File: config.mk
export PLATFORM = sky130hd
export DESIGN_NAME = hazard_ctrl_flat
export DESIGN_NICKNAME = d
export VERILOG_FILES = /design/src/rtl/hazard_ctrl_if.sv /design/src/rtl/hazard_ctrl.sv /design/src/flat_wrapper.sv
export SDC_FILE = /design/constraint.sdc
export NUM_CORES = 1
export LEC_CHECK = 0
export CAP_MARGIN = 20
export CORE_UTILIZATION = 48
export DETAILED_ROUTE_END_ITERATION = 6
export PLACE_DENSITY = 0.87
export SLEW_MARGIN = 20
export SYNTH_ARGS = -nofsm -noshare
export SYNTH_HDL_FRONTEND = slang
export SYNTH_SLANG_ARGS = --single-unit
File: constraint.sdc
create_clock -name clk -period 2.35 [get_ports clk]
set_input_delay 0.235 -clock clk [delete_from_list [all_inputs] [get_ports clk]]
set_output_delay 0.235 -clock clk [all_outputs]
set_load 0.01 [all_outputs]
File: src/rtl/hazard_ctrl_if.sv
// rtl/hazard_ctrl_if.sv - pipeline-status and stall/flush control bundle for hazard_ctrl
interface hazard_ctrl_if #(
  parameter int PERF_W = 32
);
  logic [4:0]        FeDe_reg_1_sel;
  logic [4:0]        FeDe_reg_2_sel;
  logic              FeDe_reg_1_used;
  logic              FeDe_reg_2_used;
  logic              DeEx_mem_read;
  logic              DeEx_reg_write_en;
  logic [4:0]        DeEx_reg_wrt_sel;
  logic              Ex_branch_taken;
  logic              Me_mem_req;
  logic              Me_mem_ready;
  logic              pc_write_en;
  logic              FeDe_stall;
  logic              FeDe_flush;
  logic              DeEx_stall;
  logic              DeEx_flush;
  logic              ExMe_stall;
  logic              MeWb_flush;
  logic [1:0]        state_o;
  logic [PERF_W-1:0] stall_cycles;
  logic [PERF_W-1:0] flush_events;

  // master: the pipeline datapath; slave: the hazard controller
  modport master (
    output FeDe_reg_1_sel, FeDe_reg_2_sel, FeDe_reg_1_used, FeDe_reg_2_used,
    output DeEx_mem_read, DeEx_reg_write_en, DeEx_reg_wrt_sel,
    output Ex_branch_taken, Me_mem_req, Me_mem_ready,
    input  pc_write_en, FeDe_stall, FeDe_flush, DeEx_stall, DeEx_flush,
    input  ExMe_stall, MeWb_flush, state_o, stall_cycles, flush_events
  );

  modport slave (
    input  FeDe_reg_1_sel, FeDe_reg_2_sel, FeDe_reg_1_used, FeDe_reg_2_used,
    input  DeEx_mem_read, DeEx_reg_write_en, DeEx_reg_wrt_sel,
    input  Ex_branch_taken, Me_mem_req, Me_mem_ready,
    output pc_write_en, FeDe_stall, FeDe_flush, DeEx_stall, DeEx_flush,
    output ExMe_stall, MeWb_flush, state_o, stall_cycles, flush_events
  );
endinterface

File: src/rtl/hazard_ctrl.sv
// rtl/hazard_ctrl.sv - stall/flush sequencing for the 5-stage core with saturating perf counters
module hazard_ctrl #(
  parameter int FLUSH_CYCLES = 1,
  parameter int PERF_W       = 32
) (
  input  logic         clk,
  input  logic         rst,
  hazard_ctrl_if.slave bus
);

  typedef enum logic [1:0] {
    RUN      = 2'd0,
    FLUSH    = 2'd1,
    MEM_WAIT = 2'd2
  } state_t;

  localparam int CW = (FLUSH_CYCLES > 1) ? $clog2(FLUSH_CYCLES) : 1;

  state_t              state_q, state_d;
  state_t              ret_q, ret_d;
  state_t              eff_state;
  logic [CW-1:0]       cnt_q, cnt_d;
  logic [PERF_W-1:0]   stall_q, stall_d;
  logic [PERF_W-1:0]   flush_q, flush_d;

  logic mem_stall, lu, hit_1, hit_2, flush_evt;
  logic pc_we, fd_stall, fd_flush, de_stall, de_flush, em_stall, mw_flush;

  assign mem_stall = bus.Me_mem_req & ~bus.Me_mem_ready;
  assign hit_1     = bus.FeDe_reg_1_used & (bus.FeDe_reg_1_sel == bus.DeEx_reg_wrt_sel);
  assign hit_2     = bus.FeDe_reg_2_used & (bus.FeDe_reg_2_sel == bus.DeEx_reg_wrt_sel);
  assign lu        = bus.DeEx_mem_read & bus.DeEx_reg_write_en &
                     (bus.DeEx_reg_wrt_sel != 5'd0) & (hit_1 | hit_2);

  // A released memory wait behaves, in its release cycle, like the state it interrupted.
  assign eff_state = (state_q == MEM_WAIT) ? ret_q : state_q;

  always_comb begin
    pc_we     = 1'b1;
    fd_stall  = 1'b0;
    fd_flush  = 1'b0;
    de_stall  = 1'b0;
    de_flush  = 1'b0;
    em_stall  = 1'b0;
    mw_flush  = 1'b0;
    flush_evt = 1'b0;
    state_d   = state_q;
    ret_d     = ret_q;
    cnt_d     = cnt_q;

    if (rst) begin
      pc_we    = 1'b0;
      fd_flush = 1'b1;
      de_flush = 1'b1;
      mw_flush = 1'b1;
      state_d  = RUN;
      ret_d    = RUN;
      cnt_d    = '0;
    end else if (mem_stall) begin
      pc_we    = 1'b0;
      fd_stall = 1'b1;
      de_stall = 1'b1;
      em_stall = 1'b1;
      mw_flush = 1'b1;
      state_d  = MEM_WAIT;
      if (state_q != MEM_WAIT) begin
        ret_d = state_q;
      end
    end else begin
      case (eff_state)
        RUN: begin
          state_d = RUN;
          if (bus.Ex_branch_taken) begin
            fd_flush  = 1'b1;
            de_flush  = 1'b1;
            flush_evt = 1'b1;
            if (FLUSH_CYCLES > 1) begin
              cnt_d   = CW'(FLUSH_CYCLES - 1);
              state_d = FLUSH;
            end
          end else if (lu) begin
            pc_we    = 1'b0;
            fd_stall = 1'b1;
            de_flush = 1'b1;
          end
        end
        FLUSH: begin
          fd_flush = 1'b1;
          cnt_d    = cnt_q - 1'b1;
          state_d  = (cnt_q == CW'(1)) ? RUN : FLUSH;
        end
        default: begin
          state_d = RUN;
        end
      endcase
    end
  end

  always_comb begin
    stall_d = stall_q;
    flush_d = flush_q;
    if (rst) begin
      stall_d = '0;
      flush_d = '0;
    end else begin
      if (!pc_we && !(&stall_q)) begin
        stall_d = stall_q + PERF_W'(1);
      end
      if (flush_evt && !(&flush_q)) begin
        flush_d = flush_q + PERF_W'(1);
      end
    end
  end

  always_ff @(posedge clk) begin
    if (rst) begin
      state_q <= RUN;
      ret_q   <= RUN;
      cnt_q   <= '0;
      stall_q <= '0;
      flush_q <= '0;
    end else begin
      state_q <= state_d;
      ret_q   <= ret_d;
      cnt_q   <= cnt_d;
      stall_q <= stall_d;
      flush_q <= flush_d;
    end
  end

  assign bus.pc_write_en  = pc_we;
  assign bus.FeDe_stall   = fd_stall;
  assign bus.FeDe_flush   = fd_flush;
  assign bus.DeEx_stall   = de_stall;
  assign bus.DeEx_flush   = de_flush;
  assign bus.ExMe_stall   = em_stall;
  assign bus.MeWb_flush   = mw_flush;
  assign bus.state_o      = state_q;
  assign bus.stall_cycles = stall_q;
  assign bus.flush_events = flush_q;

endmodule

File: src/flat_wrapper.sv
// flat-port wrapper written by rule: the top's interface ports become plain ports
module hazard_ctrl_flat 
#(
  parameter int FLUSH_CYCLES = 1,
  parameter int PERF_W       = 32
)
  (clk, rst, bus_FeDe_reg_1_sel, bus_FeDe_reg_2_sel, bus_FeDe_reg_1_used, bus_FeDe_reg_2_used, bus_DeEx_mem_read, bus_DeEx_reg_write_en, bus_DeEx_reg_wrt_sel, bus_Ex_branch_taken, bus_Me_mem_req, bus_Me_mem_ready, bus_pc_write_en, bus_FeDe_stall, bus_FeDe_flush, bus_DeEx_stall, bus_DeEx_flush, bus_ExMe_stall, bus_MeWb_flush, bus_state_o, bus_stall_cycles, bus_flush_events);
  hazard_ctrl_if #(.PERF_W(PERF_W)) bus_i ();
  input  logic clk;
  input  logic rst;
  input wire logic [$bits(bus_i.FeDe_reg_1_sel)-1:0] bus_FeDe_reg_1_sel;
  input wire logic [$bits(bus_i.FeDe_reg_2_sel)-1:0] bus_FeDe_reg_2_sel;
  input wire logic [$bits(bus_i.FeDe_reg_1_used)-1:0] bus_FeDe_reg_1_used;
  input wire logic [$bits(bus_i.FeDe_reg_2_used)-1:0] bus_FeDe_reg_2_used;
  input wire logic [$bits(bus_i.DeEx_mem_read)-1:0] bus_DeEx_mem_read;
  input wire logic [$bits(bus_i.DeEx_reg_write_en)-1:0] bus_DeEx_reg_write_en;
  input wire logic [$bits(bus_i.DeEx_reg_wrt_sel)-1:0] bus_DeEx_reg_wrt_sel;
  input wire logic [$bits(bus_i.Ex_branch_taken)-1:0] bus_Ex_branch_taken;
  input wire logic [$bits(bus_i.Me_mem_req)-1:0] bus_Me_mem_req;
  input wire logic [$bits(bus_i.Me_mem_ready)-1:0] bus_Me_mem_ready;
  output wire logic [$bits(bus_i.pc_write_en)-1:0] bus_pc_write_en;
  output wire logic [$bits(bus_i.FeDe_stall)-1:0] bus_FeDe_stall;
  output wire logic [$bits(bus_i.FeDe_flush)-1:0] bus_FeDe_flush;
  output wire logic [$bits(bus_i.DeEx_stall)-1:0] bus_DeEx_stall;
  output wire logic [$bits(bus_i.DeEx_flush)-1:0] bus_DeEx_flush;
  output wire logic [$bits(bus_i.ExMe_stall)-1:0] bus_ExMe_stall;
  output wire logic [$bits(bus_i.MeWb_flush)-1:0] bus_MeWb_flush;
  output wire logic [$bits(bus_i.state_o)-1:0] bus_state_o;
  output wire logic [$bits(bus_i.stall_cycles)-1:0] bus_stall_cycles;
  output wire logic [$bits(bus_i.flush_events)-1:0] bus_flush_events;
  assign bus_i.FeDe_reg_1_sel = bus_FeDe_reg_1_sel;
  assign bus_i.FeDe_reg_2_sel = bus_FeDe_reg_2_sel;
  assign bus_i.FeDe_reg_1_used = bus_FeDe_reg_1_used;
  assign bus_i.FeDe_reg_2_used = bus_FeDe_reg_2_used;
  assign bus_i.DeEx_mem_read = bus_DeEx_mem_read;
  assign bus_i.DeEx_reg_write_en = bus_DeEx_reg_write_en;
  assign bus_i.DeEx_reg_wrt_sel = bus_DeEx_reg_wrt_sel;
  assign bus_i.Ex_branch_taken = bus_Ex_branch_taken;
  assign bus_i.Me_mem_req = bus_Me_mem_req;
  assign bus_i.Me_mem_ready = bus_Me_mem_ready;
  assign bus_pc_write_en = bus_i.pc_write_en;
  assign bus_FeDe_stall = bus_i.FeDe_stall;
  assign bus_FeDe_flush = bus_i.FeDe_flush;
  assign bus_DeEx_stall = bus_i.DeEx_stall;
  assign bus_DeEx_flush = bus_i.DeEx_flush;
  assign bus_ExMe_stall = bus_i.ExMe_stall;
  assign bus_MeWb_flush = bus_i.MeWb_flush;
  assign bus_state_o = bus_i.state_o;
  assign bus_stall_cycles = bus_i.stall_cycles;
  assign bus_flush_events = bus_i.flush_events;
  hazard_ctrl #(.FLUSH_CYCLES(FLUSH_CYCLES), .PERF_W(PERF_W)) u_core (.clk(clk), .rst(rst), .bus(bus_i));
endmodule
==> results.py <==
metrics = {
    "run_status": {
        "status": "complete, no violations",
    },
    "cts": {
        "clock_path_buffers": 2,
        "numClockSinks": 69,
        "numCtsBuffers": 9,
        "htreeDepth": 3,
        "root_buffer": "clkbuf_8",
        "path_clk_slew_ps": 80,
        "insertion_delay_ps": 350,
        "cts_tree": "done",
    },
    "floorplan": {
        "die_area_um2": 7620,
        "ios": 97,
        "die_x_um": 87.3,
        "die_h_um": 87.3,
        "start_util_pct": 50.6,
        "core-area_um2": 6910,
        "num_rows": 30,
    },
    "timing": {
        "finalSetupViolCount": 0,
        "hold_viol": 0,
        "fin_crit_ps": 2260,
        "tns_ps": 0,
        "relSlewSlack_pct": 63.8,
        "min_period_over_period_pct": 96.3,
        "finalMaxSlewViolations": 0,
        "fmax_mhz": 442,
        "tightest_slew_ps": 543,
        "grt_setup_unrepaired": "no",
        "hold_ws_ps": 345,
        "fin_skew_ps": 9.93,
    },
    "layout": {
        "final_nets": 560,
        "layout-drive-gt1-share_pct": 12.1,
        "instances_no_fill": 635,
        "n_antenna_cell": 0,
        "final_cell_area_um2": 4950,
        "layout-area-overhead-vs-synth_pct": 41.8,
    },
    "yosys": {
        "synth-edff-count": 0,
        "synth_area_leader_cell": "dfxtp_1",
        "yosys.cell_types.count": 48,
        "ys.flop_type": "dfxtp_1",
        "yosysSeqAreaShare_pct": 39.5,
        "synth_top_area_share_pct": 39.5,
        "syn_nets": 440,
        "ys_warn_count": 0,
        "async_reset_ff_share_pct": 0,
        "avgSynthCellArea_um2": 8.44,
        "ys_top_cells_by_area": "dfxtp_1 (40%), xor2_1 (7.3%), nor2_1 (5.2%), a21oi_1 (4.4%), nand3_1 (4.3%)",
        "netlist_instances": 414,
        "syn_area_um2": 3490,
        "synth-seq-cells": 69,
        "yosys-top-cells-count": "dfxtp_1 (69), nor2_1 (48), a21oi_1 (31)",
        "synth_most_common_cell": "dfxtp_1",
    },
    "power_and_ir_drop": {
        "power.total_mw": 2.34,
        "pwr-share-seq_pct": 50.7,
        "p_leak_nw": 1.75,
        "p_per_area_nw_per_um2": 471,
        "clkPwrFrac_pct": 38.6,
        "p_int_mw": 1.73,
        "p_sw_share_pct": 26.1,
        "comb_power_share_pct": 10.8,
        "p_sw_mw": 0.610,
        "ir_drop_mv": 0.435,
    },
    "worst_setup_path": {
        "critPathLaunchType": "primary input",
        "rr_worst_depth": 7,
        "arrival_ps": 2030,
        "cp_slowest_cell": "or4_4",
        "path_class": "primary input to output pin",
        "regToRegStartpoint": "u_core.ret_q[0]$_SDFFE_PP0P_",
        "worstSetupEndpointType": "output pin",
        "reg2reg_slack_ps": 160,
        "critPathBufInv": 2,
        "crit_fanout": 2,
        "required_ps": 2120,
        "cp_cell_sequence": "clkdlybuf4s50_1 > or4_4 > o211ai_1 > nor2_1 > a21oi_1 > dlygate4sd2_1",
        "slowest_delay_ps": 520,
        "cpLargestDelayFamily": "buffers and inverters",
        "r2r-end": "u_core.bus.flush_events[24]$_SDFFE_PP0P_",
    },
    "global_route": {
        "grt.overflow.total": 0,
        "grt_max_degree": 54,
        "grt_pass1_wl_mm": 15.1,
        "first_global_vias": 3368,
        "antenna_found_initial": 0,
        "grtUsageTotal_pct": 25.1,
    },
    "run": {
        "drv_cap": 0,
    },
    "routing": {
        "vias_per_cell": 5.68,
        "vias": 3604,
        "drt_iter0_drc": 137,
        "drc": 0,
        "drtPass1Iterations": 5,
        "wl_mm": 9.42,
        "final_antenna_net_count": 0,
        "wl_per_cell_um": 14.8,
    },
    "hold_path": {
        "hold_class": "primary input to register",
        "holdPathStages": 3,
        "whs_endpoint": "u_core.bus.flush_events[9]$_SDFFE_PP0P_",
        "min_from": "rst",
    },
    "place": {
        "io_buffers": 96,
        "gp_congestion": 0.847,
        "dpl_cell_area_um2": 4740,
        "numPlacedInstances": 617,
        "hpwl_mm": 6.71,
    },
}
-- stage by stage --
step                util, %  setup WS (ps)
floorplan                 -            178
global placement       68.6           -191
detailed placement     68.6           -266
CTS                    71.6           1.96
global route           71.7           3.70
finish                 71.7           87.8
-- cell families after synthesis --
logic type	after synthesis	share of synthesized area [%]
AOI/OAI and AO/OA	72	12.8
xor gates and xnor gates	44	11.0
adders and majority gates	2	0.716
buffers and inverters	25	3.22
DFF	69	39.5
muxes	3	0.895
and+or+nand+nor	199	31.8
-- state kept, by name (all words and copies together) (netlist names) --
register and count:
u_core.bus.flush_events 32, u_core.bus.stall_cycles 32, u_core.bus.state_o 2, u_core.cnt_q 1, u_core.ret_q 2
-- cell type report --
class                           count  area, um^2
Inverter                            3        11.3
Fill cell                         547        1950
Clock inverter                      6        46.3
Clock buffer                       10         138
Multi-Input combinational cell    320        2010
Timing Repair Buffer              131        1240
Tap cell                           96         120
Sequential cell                    69        1380
-- placed cells by master, fill, tap and decap left out, types with 2 or more instances in the layout --
| master | netlist | routed |
|---|---|---|
| xor2_1 | 29 | 29 |
| dfxtp_1 | 69 | 69 |
| nor2b_1 | 5 | 5 |
| and4_1 | 8 | 8 |
| clkbuf_8 | 0 | 10 |
| buf_4 | 4 | 33 |
| o21ai_0 | 23 | 22 |
| ha_1 | 2 | 2 |
| nand2b_1 | 2 | 2 |
| nand3_1 | 30 | 30 |
| and2_1 | 4 | 4 |
| clkdlybuf4s50_1 | 0 | 89 |
| clkinvlp_4 | 0 | 2 |
| o31ai_1 | 7 | 7 |
| or3_1 | 22 | 22 |
| a21oi_1 | 31 | 31 |
| nand2_1 | 21 | 21 |
| mux2i_1 | 2 | 2 |
| nor3_1 | 4 | 4 |
| nor2_1 | 48 | 48 |
| inv_1 | 3 | 3 |
| or4_1 | 8 | 7 |
| nand4_1 | 22 | 22 |
| inv_6 | 0 | 2 |
| dlygate4sd2_1 | 0 | 3 |
| dlymetal6s2s_1 | 0 | 2 |
| nor4_1 | 2 | 2 |
| buf_12 | 0 | 2 |
| xnor2_1 | 15 | 15 |
| and3_1 | 13 | 13 |
-- worst max-delay path by stage --
stage,start,end,slack [ps],depth (start not counted)
2_1_floorplan,u_core.bus.stall_cycles[0]$_SDFFE_PP0P_,u_core.bus.stall_cycles[1]$_SDFFE_PP0P_,180,9
3_3_place_gp,bus_DeEx_reg_wrt_sel[1],bus_pc_write_en,-190,6
3_5_place_dp,bus_DeEx_reg_wrt_sel[1],bus_pc_write_en,-270,6
4_1_cts,bus_DeEx_reg_wrt_sel[1],bus_DeEx_flush,2,8
5_1_grt,bus_DeEx_reg_wrt_sel[3],bus_DeEx_flush,4,9
6_report,bus_DeEx_reg_wrt_sel[2],bus_pc_write_en,90,6
-- per-layer routing --
| metal | wire length (um) | part of all wire, % | track usage [%] |
|---|---|---|---|
| met1 | 3940 | 42 | 28.9 |
| met3 | 634 | 6.7 | 7.58 |
| met2 | 4670 | 50 | 43.9 |
| met4 | 173 | 1.8 | 8.94 |
| met5 | 0 | 0 | 0 |
-- worst reg2reg max path, cell delays in order, from the launching register on --
cell	delay (ps)
dfxtp_1	330
o21a_1	220
or4b_4	560
buf_4	190
nor4b_4	370
nor2b_1	210
xnor2_1	140
nor2_1	60
-- power groups by stage --
stage	clock network [mW]	registers, mW	logic, mW
2_1_floorplan	0	1.22	0.103
3_3_place_gp	0	1.21	0.239
3_5_place_dp	0	1.21	0.245
4_1_cts	0.913	1.18	0.250
5_1_grt	0.968	1.18	0.269
6_report	0.900	1.18	0.251
-- what timing repair did --
item,CTS,global route
resized for setup,7,4
setup buffers,2,0
setup endpoints to repair,4,6
hold buffers,0,0
pin swaps,1,4
endpoints found under the hold margin,0,0
Note: power is estimated with default switching activity, not from simulation.
==> RTL edit 1: new RTL, same flow settings <==
`PERF_W` is set to 32 in 3 places; all go to 16.
--- a/src/rtl/hazard_ctrl_if.sv
+++ b/src/rtl/hazard_ctrl_if.sv
@@ -1,6 +1,6 @@
 // rtl/hazard_ctrl_if.sv - pipeline-status and stall/flush control bundle for hazard_ctrl
 interface hazard_ctrl_if #(
-  parameter int PERF_W = 32
+  parameter int PERF_W = 16
 );
   logic [4:0]        FeDe_reg_1_sel;
   logic [4:0]        FeDe_reg_2_sel;
--- a/src/rtl/hazard_ctrl.sv
+++ b/src/rtl/hazard_ctrl.sv
@@ -1,7 +1,7 @@
 // rtl/hazard_ctrl.sv - stall/flush sequencing for the 5-stage core with saturating perf counters
 module hazard_ctrl #(
   parameter int FLUSH_CYCLES = 1,
-  parameter int PERF_W       = 32
+  parameter int PERF_W       = 16
 ) (
   input  logic         clk,
   input  logic         rst,
--- a/src/flat_wrapper.sv
+++ b/src/flat_wrapper.sv
@@ -2,7 +2,7 @@
 module hazard_ctrl_flat 
 #(
   parameter int FLUSH_CYCLES = 1,
-  parameter int PERF_W       = 32
+  parameter int PERF_W       = 16
 )
   (clk, rst, bus_FeDe_reg_1_sel, bus_FeDe_reg_2_sel, bus_FeDe_reg_1_used, bus_FeDe_reg_2_used, bus_DeEx_mem_read, bus_DeEx_reg_write_en, bus_DeEx_reg_wrt_sel, bus_Ex_branch_taken, bus_Me_mem_req, bus_Me_mem_ready, bus_pc_write_en, bus_FeDe_stall, bus_FeDe_flush, bus_DeEx_stall, bus_DeEx_flush, bus_ExMe_stall, bus_MeWb_flush, bus_state_o, bus_stall_cycles, bus_flush_events);
   hazard_ctrl_if #(.PERF_W(PERF_W)) bus_i ();
Interface: changed (resized bus_flush_events and bus_stall_cycles); port bits go from 97 to 65. No check against the original RTL was run, so the function may have changed too.
==> RTL edit 1 against the unedited design <==
Worst setup slack got worse by 76 ps; register-to-register slack got worse by 30 ps; routed wire length fell by 37%; area after synthesis fell by 40%; sequential cell count fell by 32; synthesized cell count fell by 41%; cell area fell by 38%; utilization rose by 3.0 points; total power fell by 39%.
==> RTL edit 1: results <==
group,metric,value,unit
worst_hold_path,holdPathStages,1,
placement,placed_cell_area,2820,µm²
global_route,grt_max_degree,46,
clocking,htreeDepth,2,
power_and_ir_drop,clock_power_share,40.7,%
global_route,grt_use_total,24.6,%
routing,drt-pass1-iter-count,4,
power_and_ir_drop,p_leak,1.08,nW
worst_hold_path,min_path_type,"reg -> reg",
clocking,cts_buffers,5,
cells_and_area,fin_cells,371,
worst_hold_path,holdPathEnd,"u_core.bus.state_o[0]",
worst_setup_path,crit_slowest_cell,"or4b_4",
cells_and_area,drive_gt1_share,15.9,%
worst_setup_path,regToRegSetupSlack,130,ps
timing,relSlewSlack,64.3,%
worst_setup_path,crit_start,"bus_DeEx_reg_wrt_sel[4]",
global_route,first_global_vias,1827,
synth,syn_nets,270,
synth,post_synth.cell_area_avg,8.53,µm²
placement,dp_cells,358,
power_and_ir_drop,p_seq_share,45.0,%
cells_and_area,insertedDiodeCount,0,
synth,synth-seq-area-share,35.6,%
synth,synth.mux.area_fraction,3.37,%
worst_setup_path,cp.arrival,2550,ps
synth,synth_xor_area_share,10.1,%
run_status,status,"finished, final reports clean",
clocking,clk-insertion-delay-late,290,ps
synth,synth_fa_ha_area_share,1.20,%
timing,finalCritPeriodShare,99.5,%
placement,portBuffers,64,
synth,synth_common_cells,"37 x dfxtp_1, 34 x nor2_1, 18 x nand2_1, 15 x a21oi_1, 13 x xnor2_1",
synth,synth_compound_area_share,13.2,%
placement,dp_hpwl,3870,µm
routing,drt_iter0_markers,254,
routing,routed_via_density,5.80,
power_and_ir_drop,p_clk,583,µW
routing,routed_wl,5900,µm
worst_setup_path,cp-end-kind,"flop",
placement,gp_congestion,0.805,
timing,whs,479,ps
cells_and_area,layout.nets,346,
global_route,grt_pass1_wl,8380,µm
power_and_ir_drop,ir_worst_vdd,366,µV
worst_setup_path,crit_fanout,9,
-- RTL edit 1: changes by cell type after synthesis, moves of 5 or more --
cell and delta:
or3_1 -18, o21ai_0 -17, a21oi_1 -16, dfxtp_1 -32, and3_1 -9, nand4_1 -13
clkbuf_1 -5, nand3_1 -22, and4_1 -5, nor2_1 -14, xor2_1 -18
-- RTL edit 1: timing repair --
item,4_1_cts,5_1_grt
setup buffers,3,2
gates resized for setup,8,15
pin swaps,2,4
setup endpoints to repair,4,5
gates cloned,0,0
-- RTL edit 1: layout make-up --
cell class / instances / area (µm²)
clock buffer: 6 / 82.6
clock inverter: 2 / 37.5
fill: 285 / 1030
inverter: 5 / 18.8
multi-input combinational: 189 / 1320
sequential: 37 / 741
tap: 50 / 62.6
timing repair buffer: 82 / 796
-- RTL edit 1: metal layers --
layer / vias up / wire length, µm / track usage (%)
met4: 0 / 263 / 13.5
li1: 1028 / - / -
met3: 25 / 372 / 5.00
met2: 93 / 2950 / 41.0
met5: - / 0 / 0
met1: 1005 / 2310 / 29.3
==> RTL edit 2: new RTL, same settings <==
Without the edit above. Reset style: asynchronous (`rst`), changed in one clocked block.
--- a/src/rtl/hazard_ctrl.sv
+++ b/src/rtl/hazard_ctrl.sv
@@ -112,7 +112,7 @@
     end
   end
 
-  always_ff @(posedge clk) begin
+  always_ff @(posedge clk or posedge rst) begin
     if (rst) begin
       state_q <= RUN;
       ret_q   <= RUN;
Function: differs if rst is asserted again (counterexample within 4 cycles, from zero or initial values and one cycle with rst high); with rst held inactive, the same outputs for 10 cycles.
==> RTL edit 2 against the unedited design <==
Die area is 16% higher; sequential cell count stayed put; total power is 5.3% higher; first-iteration DRC count is 66% higher; final cell count is 6.0% higher; area after synthesis is 16% higher; routed wire length is 17% higher; via count is 11% higher; register-to-register slack worse by 80 ps; cell area is 11% higher; utilization is 4.4 points lower; worst setup slack worse by 63 ps; critical endpoint is now bus_DeEx_flush.
==> RTL edit 2: results <==
group,metric,value,unit
run_status,status,"finished, final reports clean",
synth,syn-instance-count,450,
clocking,cts_root_buf,"clkbuf_8",
timing,layout_setup_ws,25.1,ps
worst_setup_path,critPathCapture,"bus_DeEx_flush",
worst_setup_path,crit_slowest_cell,"or4_1",
power_and_ir_drop,ir_worst_vdd,324,µV
cells_and_area,drive_gt1_share,12.7,%
worst_setup_path,max_stage_delay,540,ps
global_route,antenna_found_initial,0,
cells_and_area,layout.nets,589,
worst_setup_path,cp.arrival,2090,ps
power_and_ir_drop,p_int,1.82,mW
clocking,postCtsSetupBuffers,0,
cells_and_area,clk_share,3.61,%
cells_and_area,buffer_area_share,22.3,%
placement,dp_cells,657,
synth,synth-seq-area-share,42.6,%
global_route,use_met2,46.6,%
synth,async_reset_ff_share,100,%
power_and_ir_drop,finalPower,2.46,mW
clocking,ctsResizeCount,3,
global_route,grtUsageMet1,32.2,%
floorplan,row_count,33,
global_route,first_global_vias,3943,
cells_and_area,num-clock-buffers,9,
cells_and_area,fillers,659,
timing,whs,56.5,ps
power_and_ir_drop,p_seq_share,49.2,%
placement,pre_cts_slack,-207,ps
placement,placed_cell_area,5280,µm²
global_route,use_met3,6.39,%
cells_and_area,regArea,1730,µm²
worst_setup_path,regToRegSetupSlack,80,ps
placement,gp_congestion,0.826,
synth,yosys-top-cells-area,"dfrtp_1 43%, xnor2_1 4.3%, nor2_1 4.2%",
global_route,grt_pass1_wl,18500,µm
worst_setup_path,r2r_start,"u_core.bus.stall_cycles[0]",
timing,clock_skew,7.85,ps
cells_and_area,multi_input_area_share,39.7,%
worst_hold_path,min_path_type,"in -> async",
timing,tightestPinTransition,661,ps
power_and_ir_drop,p_leak,2.13,nW
worst_setup_path,crit_fanout,3,
routing,wl_per_cell,16.4,µm
placement,dp_hpwl,7910,µm
cells_and_area,seq_area_share,31.4,%
cells_and_area,nonClockInverterCount,10,
global_route,grt_use_total,26.7,%
worst_setup_path,reg2reg_to,"u_core.bus.stall_cycles[3]",
synth,synthDistinctLibCells,49,
routing,drt_iter0_markers,227,
routing,routed_wl,11000,µm
cells_and_area,num-nonclk-buffers,129,
synth,syn_nets,476,
worst_setup_path,r2r.worst_path.cells,9,
synth,synth_common_cells,"69 x dfrtp_1, 45 x nor2_1, 29 x nand3_1, 27 x nand2_1, 24 x nand4_1",
power_and_ir_drop,clock_power_share,39.9,%
routing,vias,4017,
[RTL edit 2: changes by cell type in the layout (fill, tap and decap cells not counted), moves of 6 or more]
| cell | change |
|---|---|
| nor3_1 | +11 |
| nor4_1 | +13 |
| o31ai_1 | +7 |
| or3_1 | -13 |
| xor2_1 | -15 |
| mux2_2 | +6 |
| nor2b_1 | +8 |
| o21ai_0 | -10 |
| inv_1 | +6 |
| or4_1 | +6 |
| dfxtp_1 | -69 |
| nand2_1 | +6 |
| a21oi_1 | -9 |
| dfrtp_1 | +69 |
[RTL edit 2: logic make-up after synthesis]
family | Yosys count | share of synthesized area (%)
and+or+nand+nor | 223 | 30.5
AOI/OAI and AO/OA | 76 | 12.3
DFF | 69 | 42.6
buffers and inverters | 37 | 4.26
xor gates and xnor gates | 34 | 7.34
muxes | 9 | 2.47
adders and majority gates | 2 | 0.617
[RTL edit 2: layer usage]
layer	vias to the layer above	wire, µm
met5	-	0
met4	0	174
met3	23	685
met2	138	5670
met1	1972	4500
li1	1884	-
